$ cat src/rtl/musb_timer_pkg.sv
// Shared constants for the MUSB timer/compare peripheral: register offsets,
// CTRL/STATUS bit positions, bus FSM encodings and a byte-merge helper.
package musb_timer_pkg;

    localparam logic [2:0] REG_CTRL     = 3'd0;
    localparam logic [2:0] REG_STATUS   = 3'd1;
    localparam logic [2:0] REG_COUNT    = 3'd2;
    localparam logic [2:0] REG_COMPARE  = 3'd3;
    localparam logic [2:0] REG_PRESCALE = 3'd4;
    localparam logic [2:0] REG_CAPTURE  = 3'd5;

    localparam int CTRL_EN      = 0;
    localparam int CTRL_AR      = 1;
    localparam int CTRL_IE      = 2;
    localparam int STATUS_MATCH = 0;

    localparam logic [1:0] ST_IDLE = 2'd0;
    localparam logic [1:0] ST_RESP = 2'd1;
    localparam logic [1:0] ST_WAIT = 2'd2;

    function automatic logic [31:0] byte_merge(input logic [31:0] old_val,
                                               input logic [31:0] new_val,
                                               input logic [3:0]  be);
        logic [31:0] r;
        r = old_val;
        for (int i = 0; i < 4; i++) begin
            if (be[i]) r[8*i +: 8] = new_val[8*i +: 8];
        end
        return r;
    endfunction

endpackage

$ cat src/rtl/musb_timer_prescaler.sv
// 16-bit clock divider: tick every div+1 enabled clocks, counter parked at 0 while disabled.
module timer_prescaler (
    input  logic        clk,
    input  logic        rst_n,
    input  logic        en,
    input  logic [15:0] div,
    output logic        tick
);

    logic [15:0] cnt_q, cnt_d;

    // >= rather than == so a shrinking div mid-run cannot strand the counter above it
    assign tick = en && (cnt_q >= div);

    always_comb begin
        cnt_d = cnt_q;
        if (!en || tick) cnt_d = '0;
        else             cnt_d = cnt_q + 16'd1;
    end

    always_ff @(posedge clk or negedge rst_n) begin
        if (!rst_n) cnt_q <= '0;
        else        cnt_q <= cnt_d;
    end

endmodule

$ cat src/rtl/musb_timer.sv
// MUSB timer/compare bus slave: register file, compare logic and access FSM.
// Optional capture input is built only when TIMER_CAPTURE_EN is defined.
//
// state | meaning
// IDLE  | waiting for timer_enable; performs the write or registers read data
// RESP  | timer_ready high for exactly one cycle
// WAIT  | holds off until the master drops timer_enable
module musb_timer
    import musb_timer_pkg::*;
#(
    parameter logic [31:0] RESET_COMPARE = 32'hFFFF_FFFF
) (
    input  logic        clk,
    input  logic        rst,
    input  logic [4:0]  timer_address,
    input  logic [31:0] timer_data_i,
    input  logic [3:0]  timer_wr,
    input  logic        timer_enable,
    output logic [31:0] timer_data_o,
    output logic        timer_ready,
    output logic        timer_interrupt,
    input  logic        capture_i
);

    logic [1:0]  state_q, state_d;
    logic [2:0]  ctrl_q, ctrl_d;
    logic        match_q, match_d;
    logic [31:0] count_q, count_d;
    logic [31:0] compare_q, compare_d;
    logic [15:0] prescale_q, prescale_d;
    logic [31:0] rdata_q, rdata_d;
    logic [31:0] rd_mux;
    logic [31:0] capture_val;
    logic [2:0]  reg_sel;
    logic        accept, wr_en, tick, count_hit;

    assign reg_sel   = timer_address[4:2];
    assign accept    = (state_q == ST_IDLE) && timer_enable;
    assign wr_en     = accept && (|timer_wr);
    assign count_hit = (count_q == compare_q);

    timer_prescaler u_prescaler (
        .clk   (clk),
        .rst_n (rst),
        .en    (ctrl_q[CTRL_EN]),
        .div   (prescale_q),
        .tick  (tick)
    );

    always_comb begin
        state_d = state_q;
        case (state_q)
            ST_IDLE: if (timer_enable)  state_d = ST_RESP;
            ST_RESP:                    state_d = ST_WAIT;
            ST_WAIT: if (!timer_enable) state_d = ST_IDLE;
            default:                    state_d = ST_IDLE;
        endcase
    end

    always_comb begin
        rd_mux = '0;
        case (reg_sel)
            REG_CTRL:     rd_mux = {29'd0, ctrl_q};
            REG_STATUS:   rd_mux = {31'd0, match_q};
            REG_COUNT:    rd_mux = count_q;
            REG_COMPARE:  rd_mux = compare_q;
            REG_PRESCALE: rd_mux = {16'd0, prescale_q};
            REG_CAPTURE:  rd_mux = capture_val;
            default:      rd_mux = '0;
        endcase
    end

    always_comb begin
        rdata_d = rdata_q;
        if (accept) rdata_d = wr_en ? 32'd0 : rd_mux;
    end

    // Ordering below encodes priority: tick update, then bus write, then hardware match set
    always_comb begin
        ctrl_d     = ctrl_q;
        match_d    = match_q;
        count_d    = count_q;
        compare_d  = compare_q;
        prescale_d = prescale_q;

        if (tick) begin
            if (count_hit) begin
                if (ctrl_q[CTRL_AR]) count_d = '0;
                else                 ctrl_d[CTRL_EN] = 1'b0;
            end else begin
                count_d = count_q + 32'd1;
            end
        end

        if (wr_en) begin
            case (reg_sel)
                REG_CTRL:     if (timer_wr[0]) ctrl_d = timer_data_i[2:0];
                REG_STATUS:   if (timer_wr[0] && timer_data_i[STATUS_MATCH]) match_d = 1'b0;
                REG_COUNT:    count_d   = byte_merge(count_q, timer_data_i, timer_wr);
                REG_COMPARE:  compare_d = byte_merge(compare_q, timer_data_i, timer_wr);
                REG_PRESCALE: begin
                    if (timer_wr[0]) prescale_d[7:0]  = timer_data_i[7:0];
                    if (timer_wr[1]) prescale_d[15:8] = timer_data_i[15:8];
                end
                default: ;
            endcase
        end

        if (tick && count_hit) match_d = 1'b1;
    end

    always_ff @(posedge clk or negedge rst) begin
        if (!rst) begin
            state_q    <= ST_IDLE;
            ctrl_q     <= '0;
            match_q    <= 1'b0;
            count_q    <= '0;
            compare_q  <= RESET_COMPARE;
            prescale_q <= '0;
            rdata_q    <= '0;
        end else begin
            state_q    <= state_d;
            ctrl_q     <= ctrl_d;
            match_q    <= match_d;
            count_q    <= count_d;
            compare_q  <= compare_d;
            prescale_q <= prescale_d;
            rdata_q    <= rdata_d;
        end
    end

`ifdef TIMER_CAPTURE_EN
    logic [2:0]  cap_sync_q, cap_sync_d;
    logic [31:0] capture_q, capture_d;
    logic        cap_edge;
    logic [1:0]  unused_sig;

    assign unused_sig = timer_address[1:0];
    // [1:0] synchronize, [2] is the previous synchronized level for edge detect
    assign cap_edge   = cap_sync_q[1] & ~cap_sync_q[2];

    always_comb begin
        cap_sync_d = {cap_sync_q[1:0], capture_i};
        capture_d  = cap_edge ? count_q : capture_q;
    end

    always_ff @(posedge clk or negedge rst) begin
        if (!rst) begin
            cap_sync_q <= '0;
            capture_q  <= '0;
        end else begin
            cap_sync_q <= cap_sync_d;
            capture_q  <= capture_d;
        end
    end

    assign capture_val = capture_q;
`else
    logic [2:0] unused_sig;

    assign unused_sig  = {capture_i, timer_address[1:0]};
    assign capture_val = '0;
`endif

    assign timer_ready     = (state_q == ST_RESP);
    assign timer_data_o    = timer_ready ? rdata_q : 32'd0;
    assign timer_interrupt = match_q & ctrl_q[CTRL_IE];

endmodule
$ cat config.mk
export PLATFORM = sky130hd
export DESIGN_NAME = musb_timer
export DESIGN_NICKNAME = d
export VERILOG_FILES = /design/src/rtl/musb_timer_pkg.sv /design/src/rtl/musb_timer_prescaler.sv /design/src/rtl/musb_timer.sv
export SDC_FILE = /design/constraint.sdc
export NUM_CORES = 1
export LEC_CHECK = 0
export CORE_MARGIN = 2
export CORE_UTILIZATION = 35
export CTS_CLUSTER_DIAMETER = 40
export DETAILED_ROUTE_END_ITERATION = 12
export GPL_TIMING_DRIVEN = 0
export HOLD_SLACK_MARGIN = 0.02
export PLACE_DENSITY_LB_ADDON = 0.05
export SYNTH_ARGS = -nofsm -noshare
export SYNTH_HDL_FRONTEND = slang
export SYNTH_SLANG_ARGS = --single-unit
$ cat constraint.sdc
create_clock -name clk -period 3.12 [get_ports clk]
set_input_delay 0.312 -clock clk [delete_from_list [all_inputs] [get_ports clk]]
set_output_delay 0.312 -clock clk [all_outputs]
set_load 0.01 [all_outputs]
; Word level (Yosys, flattened, before mapping)
; Cells that the tools add are included.
[word_totals]
reg_bits = 134
in_bits = 45
[classes]
bitwise_logic = 1
n_addsub = 2
n_reduce_logical = 22
eq_ne = 13
order_cmp = 1
muxes = 26
[ops]
columns = operator, count
row1 = $mux W32, 7
row2 = $pmux W32 S5, 1
row3 = $add A32 B1 Y32 const B, 1
row4 = $eq A32 B32 Y1, 1
row5 = $mux W8, 4
row6 = $reduce_and A3 Y1, 8
row7 = $add A16 B1 Y16 const B, 1
row8 = $ge A16 B16 Y1, 1
row9 = $mux W16, 1
row10 = $ne A3 B3 Y1 const B, 4
row11 = $mux W1, 10
row12 = $eq A3 B2 Y1 const B, 2
row13 = $pmux W2 S3, 1
row14 = $reduce_bool A2 Y1, 3
row15 = $logic_and A1 B1 Y1, 5
row16 = $mux W2, 2
row17 = $ne A2 B2 Y1 const B, 2
row18 = $reduce_or A4 Y1, 1
row19 = $eq A3 B1 Y1 const B, 1
row20 = $eq A3 B3 Y1 const B, 1
row21 = $logic_not A3 Y1, 1
row22 = $eq A2 B1 Y1 const B, 1
row23 = $eq A2 B2 Y1 const B, 1
row24 = $logic_not A2 Y1, 1
row25 = other kinds (4), 4

; Logic depth before layout (Yosys ltp)
[logic_depth]
ltp_word = 6
depth_mapped = 10
ltp_nobuf = 9

; Modules after synthesis
; A second synthesis with hierarchy kept.
[hier_totals]
hier_cells = 865
hier_area_um2 = 8206.6
[by_module_without_submodules]
columns = module, area_each_um2, cells_each, n_inst
row1 = musb_timer, 7024.2, 738, 1
row2 = timer_prescaler, 1182.4, 127, 1

; Least setup slack after synthesis
; Ideal clock, no wire load.
[synth_path]
path_kind = register -> register
from = register u_prescaler.cnt_q[0]
to = register count_q[8]
path_stages_with_launch = 11
arrival_time_ps = 2389
synth_period_minus_slack_ps = 2514
slack_ps = 606
setup_ps = 126
t_required_ps = 2994
cell_sequence = dfrtp_1 > inv_1 > ha_1 > nand2b_4 > a2111oi_4 > nor4_4 > o41a_2 > nand3_4 > buf_4 > nor3_1 > a221o_1
[synth_via]
elab_chain_len = 5
[synth_lines]
columns = element, line_no
row1 = "start, declared", musb_timer_prescaler.sv:10  ; logic [15:0] cnt_q, cnt_d;
row2 = "start signal, assigned", musb_timer_prescaler.sv:23  ; else cnt_q <= cnt_d;
row3 = $ge A16 B16 Y1 *, musb_timer_prescaler.sv:13  ; assign tick = en && (cnt_q >= div);
row4 = $logic_and A1 B1 Y1 *, musb_timer_prescaler.sv:13
row5 = $mux W32 *, musb_timer.sv:86  ; if (tick) begin
row6 = $mux W32, musb_timer.sv:96  ; case (reg_sel)
row7 = $mux W32 *, musb_timer.sv:95  ; if (wr_en) begin
row8 = "end signal, assigned", musb_timer.sv:125  ; count_q <= count_d;
row9 = "end, declared", musb_timer.sv:28  ; logic [31:0] count_q, count_d;
; Every way passes the cells marked *; elsewhere a longest branch is shown, timed or not.
; A chain may end at the register's enable or synchronous reset.

; Worst setup path after layout
[layout_path]
from = register u_prescaler.cnt_q[0]
to = register count_q[21]
; The elaborated chain is that of the path after synthesis.

==> impl_metrics.toml <==
[worst_setup_path]
cp_max_fo = 10
required_ns = 3.42
cp-startpoint = "u_prescaler.cnt_q[0]"
regToRegStartpoint = "u_prescaler.cnt_q[0]"
startpoint_type = "register"
crit_type = "register to register"
critPathCaptureType = "register"
arrival_ns = 3.28

[clock_network]
clk_pin_slew_ns = 0.06
cts.sinks = 134
cts_max_level = 4
cts_tree = "built"
cts_buffer_depth = 2
root_buffer = "clkbuf_16"
insertion_delay_ns = 0.42
cts_buffers = 17

[synthesis]
avgSynthCellArea_um2 = 9.78
ys_top_cells_by_count = "102 x dfrtp_1, 67 x nand2_1, 62 x nor2_1"
synth_area_leaders = "dfrtp_1 33%, dfstp_2 11%, mux2_2 7.2%, xnor2_1 4.4%, mux2i_1 4.3%"
synth_seq_area_share = 0.432
yosysWarnings = 0
synth_top_cell_area_share = 0.325
synthAdderAreaFrac = 0.0287
synth_top_area_cell = "dfrtp_1"
synth.most_common_cell = "dfrtp_1"
synth_simple_gate_area_frac = 0.187
synthCells = 803
syn-cell-area_um2 = 7850
synth_top_family_by_area = "simple AND/OR/NAND/NOR gates"
synth_xor_area_frac = 0.0547
synth_compound_area_frac = 0.135
syn-num-nets = 866
ys_ff_latch = 134
synth-edff-count = 0
synthMuxAreaShare = 0.118
synth_async_sr_flop_share = 1.00
ys.flop_type = "dfrtp_1"
yosysUniqueCellTypes = 67

[placement]
place_hpwl_um = 17700
io_buffers = 72
routabilityCongestion = 0.827
dp_cells = 1156

[global_route]
grt_pass1_vias = 6391
globalRouteOverflowTotal = 0
grt_start_max_net_pins = 88
grt_pass1_wl_um = 36900
grt_usage = 0.202
grt_antenna_before_repair = 0

[layout]
drive_gt1_frac = 0.169
regArea_um2 = 3390
area_delta_synth_final_pct = 23.1
nFillCells = 2159
fin_nets = 959
fin_cells = 1189
multiInputGateArea_um2 = 4130
antenna_cells = 0

[min_path]
min-delay-start = "timer_wr[0]"
hold_path.class = "input port to register"

[drt]
postRouteWirelength_um = 23400
wl_per_cell_um = 19.7
ant_nets = 0
drc = 0
vias = 6445
drtIter0Drc = 426
dr.pass1.iters = 7
viasPerCell = 5.42

[timing]
slew-limit-headroom = 0.408
max_clock_freq_ghz = 0.335
rsz0062_at_grt = "false"
worstMarginPinSlew_ns = 0.888
report.final.hold_viol_count = 0
finalCritPeriodShare = 0.956
skew_ns = 0.00758
setup_viol = 0
timing.final.crit_period_ns = 2.98
slew_viol_final = 0

[die]
ios = 79
die_height_um = 154
fp.dieW_um = 154
start_util = 0.359
rows = 54
core_area_um2 = 21900
dieArea_um2 = 23600

[pwr]
p_leak_nw = 3.90
power_density_nw_per_um2 = 773
power_mw = 7.47
ir_worst_vdd_uv = 324

[flow_run]
cap_viol_max_count = 0

[status]
outcome = "complete, no violations"
## cell families (layout without fill, tap and decap cells)
family,after synthesis,count (layout)
AOI/OAI and AO/OA,159,159
xor gates and xnor gates,49,49
adders and majority gates,18,18
buffers and inverters,81,187
DFF,134,134
muxes,85,85
and+or+nand+nor,277,277
## worst paths after layout
check,slack (ns),endpoint,depth (start not counted)
max,0.14,count_q[21],10
min,0.34,match_q,4
max reg2reg,0.14,count_q[21],10
min reg2reg,0.47,rdata_q[4],2
min in group asynchronous,0.40,rdata_q[30],2
max in group asynchronous,1.87,compare_q[14],3
## cell type report
cell class,instances,area share
Multi-Input combinational cell,588,0.427
Sequential cell,134,0.351
Timing Repair Buffer,74,0.0786
Clock buffer,20,0.0473
Tap cell,280,0.0363
Buffer,56,0.0268
Clock inverter,12,0.0231
Inverter,25,0.00971
## routing by layer
| layer | vias up | wire length, um | part of all wire | GRT usage |
|---|---|---|---|---|
| met5 | - | 0 | 0 | 0 |
| met3 | 22 | 1260 | 0.054 | 0.0375 |
| li1 | 3054 | - | - | - |
| met4 | 0 | 380 | 0.016 | 0.0550 |
| met1 | 3175 | 11300 | 0.48 | 0.295 |
| met2 | 194 | 10500 | 0.45 | 0.307 |
## state kept, by name, summed over array words and instances, names as in the netlist
register and flops:
compare_q 32, count_q 32, ctrl_q 3, match_q 1
prescale_q 16, rdata_q 32, state_q 2, u_prescaler.cnt_q 16
## placed cells by master, fill, tap and decap left out, types with 11 or more instances in the layout
master and n:
dfrtp_1 102, clkdlybuf4s50_1 71, nand2_1 67, nor2_1 61, mux2_2 50, o21ai_0 45
and2_1 41, a21oi_1 39, xnor2_1 39, clkbuf_1 36, mux2i_1 34, dfstp_2 32
nand3_1 25, inv_1 24, nand4_1 21, ha_1 18, clkbuf_16 17, nor3_1 14
buf_2 12, a221o_1 11, o22ai_1 11
## per-stage QoR
step           cell area, um^2   util  setup TNS, ns  hold slack [ns]  setup slack, ns
2_1_floorplan             7850      -              0           0.0164            0.606
3_3_place_gp              8920  0.408        -462.13            0.459            -3.89
6_report                  9660  0.441              0            0.338            0.139
5_1_grt                   9660  0.441              0            0.399           0.0239
3_5_place_dp              8950  0.409        -0.0224            0.294          -0.0193
4_1_cts                   9640  0.440              0            0.316           0.0454
## power breakdown
group,switching [mW],total (mW),internal [mW]
clock network,0.779,2.32,1.54
registers,0.452,2.81,2.36
logic,1.31,2.34,1.03
total,2.54,7.47,4.93
## critical path, stage by stage (launching register included)
cell	delay (ns)
dfrtp_1	0.43
inv_1	0.06
ha_1	0.27
nand2b_4	0.15
a2111oi_4	0.43
nor4_4	0.11
o41ai_4	0.60
nor3_4	0.17
buf_4	0.23
a311oi_1	0.31
nor2_1	0.09
## timing repair
item / 4_1_cts / 5_1_grt
resized for setup: 0 / 4
setup buffers: 0 / 0
hold buffers: 1 / 0
endpoints found under the setup margin: 0 / 12
hold endpoints to repair: 31 / 0
Power figures use the tool's default switching activity.
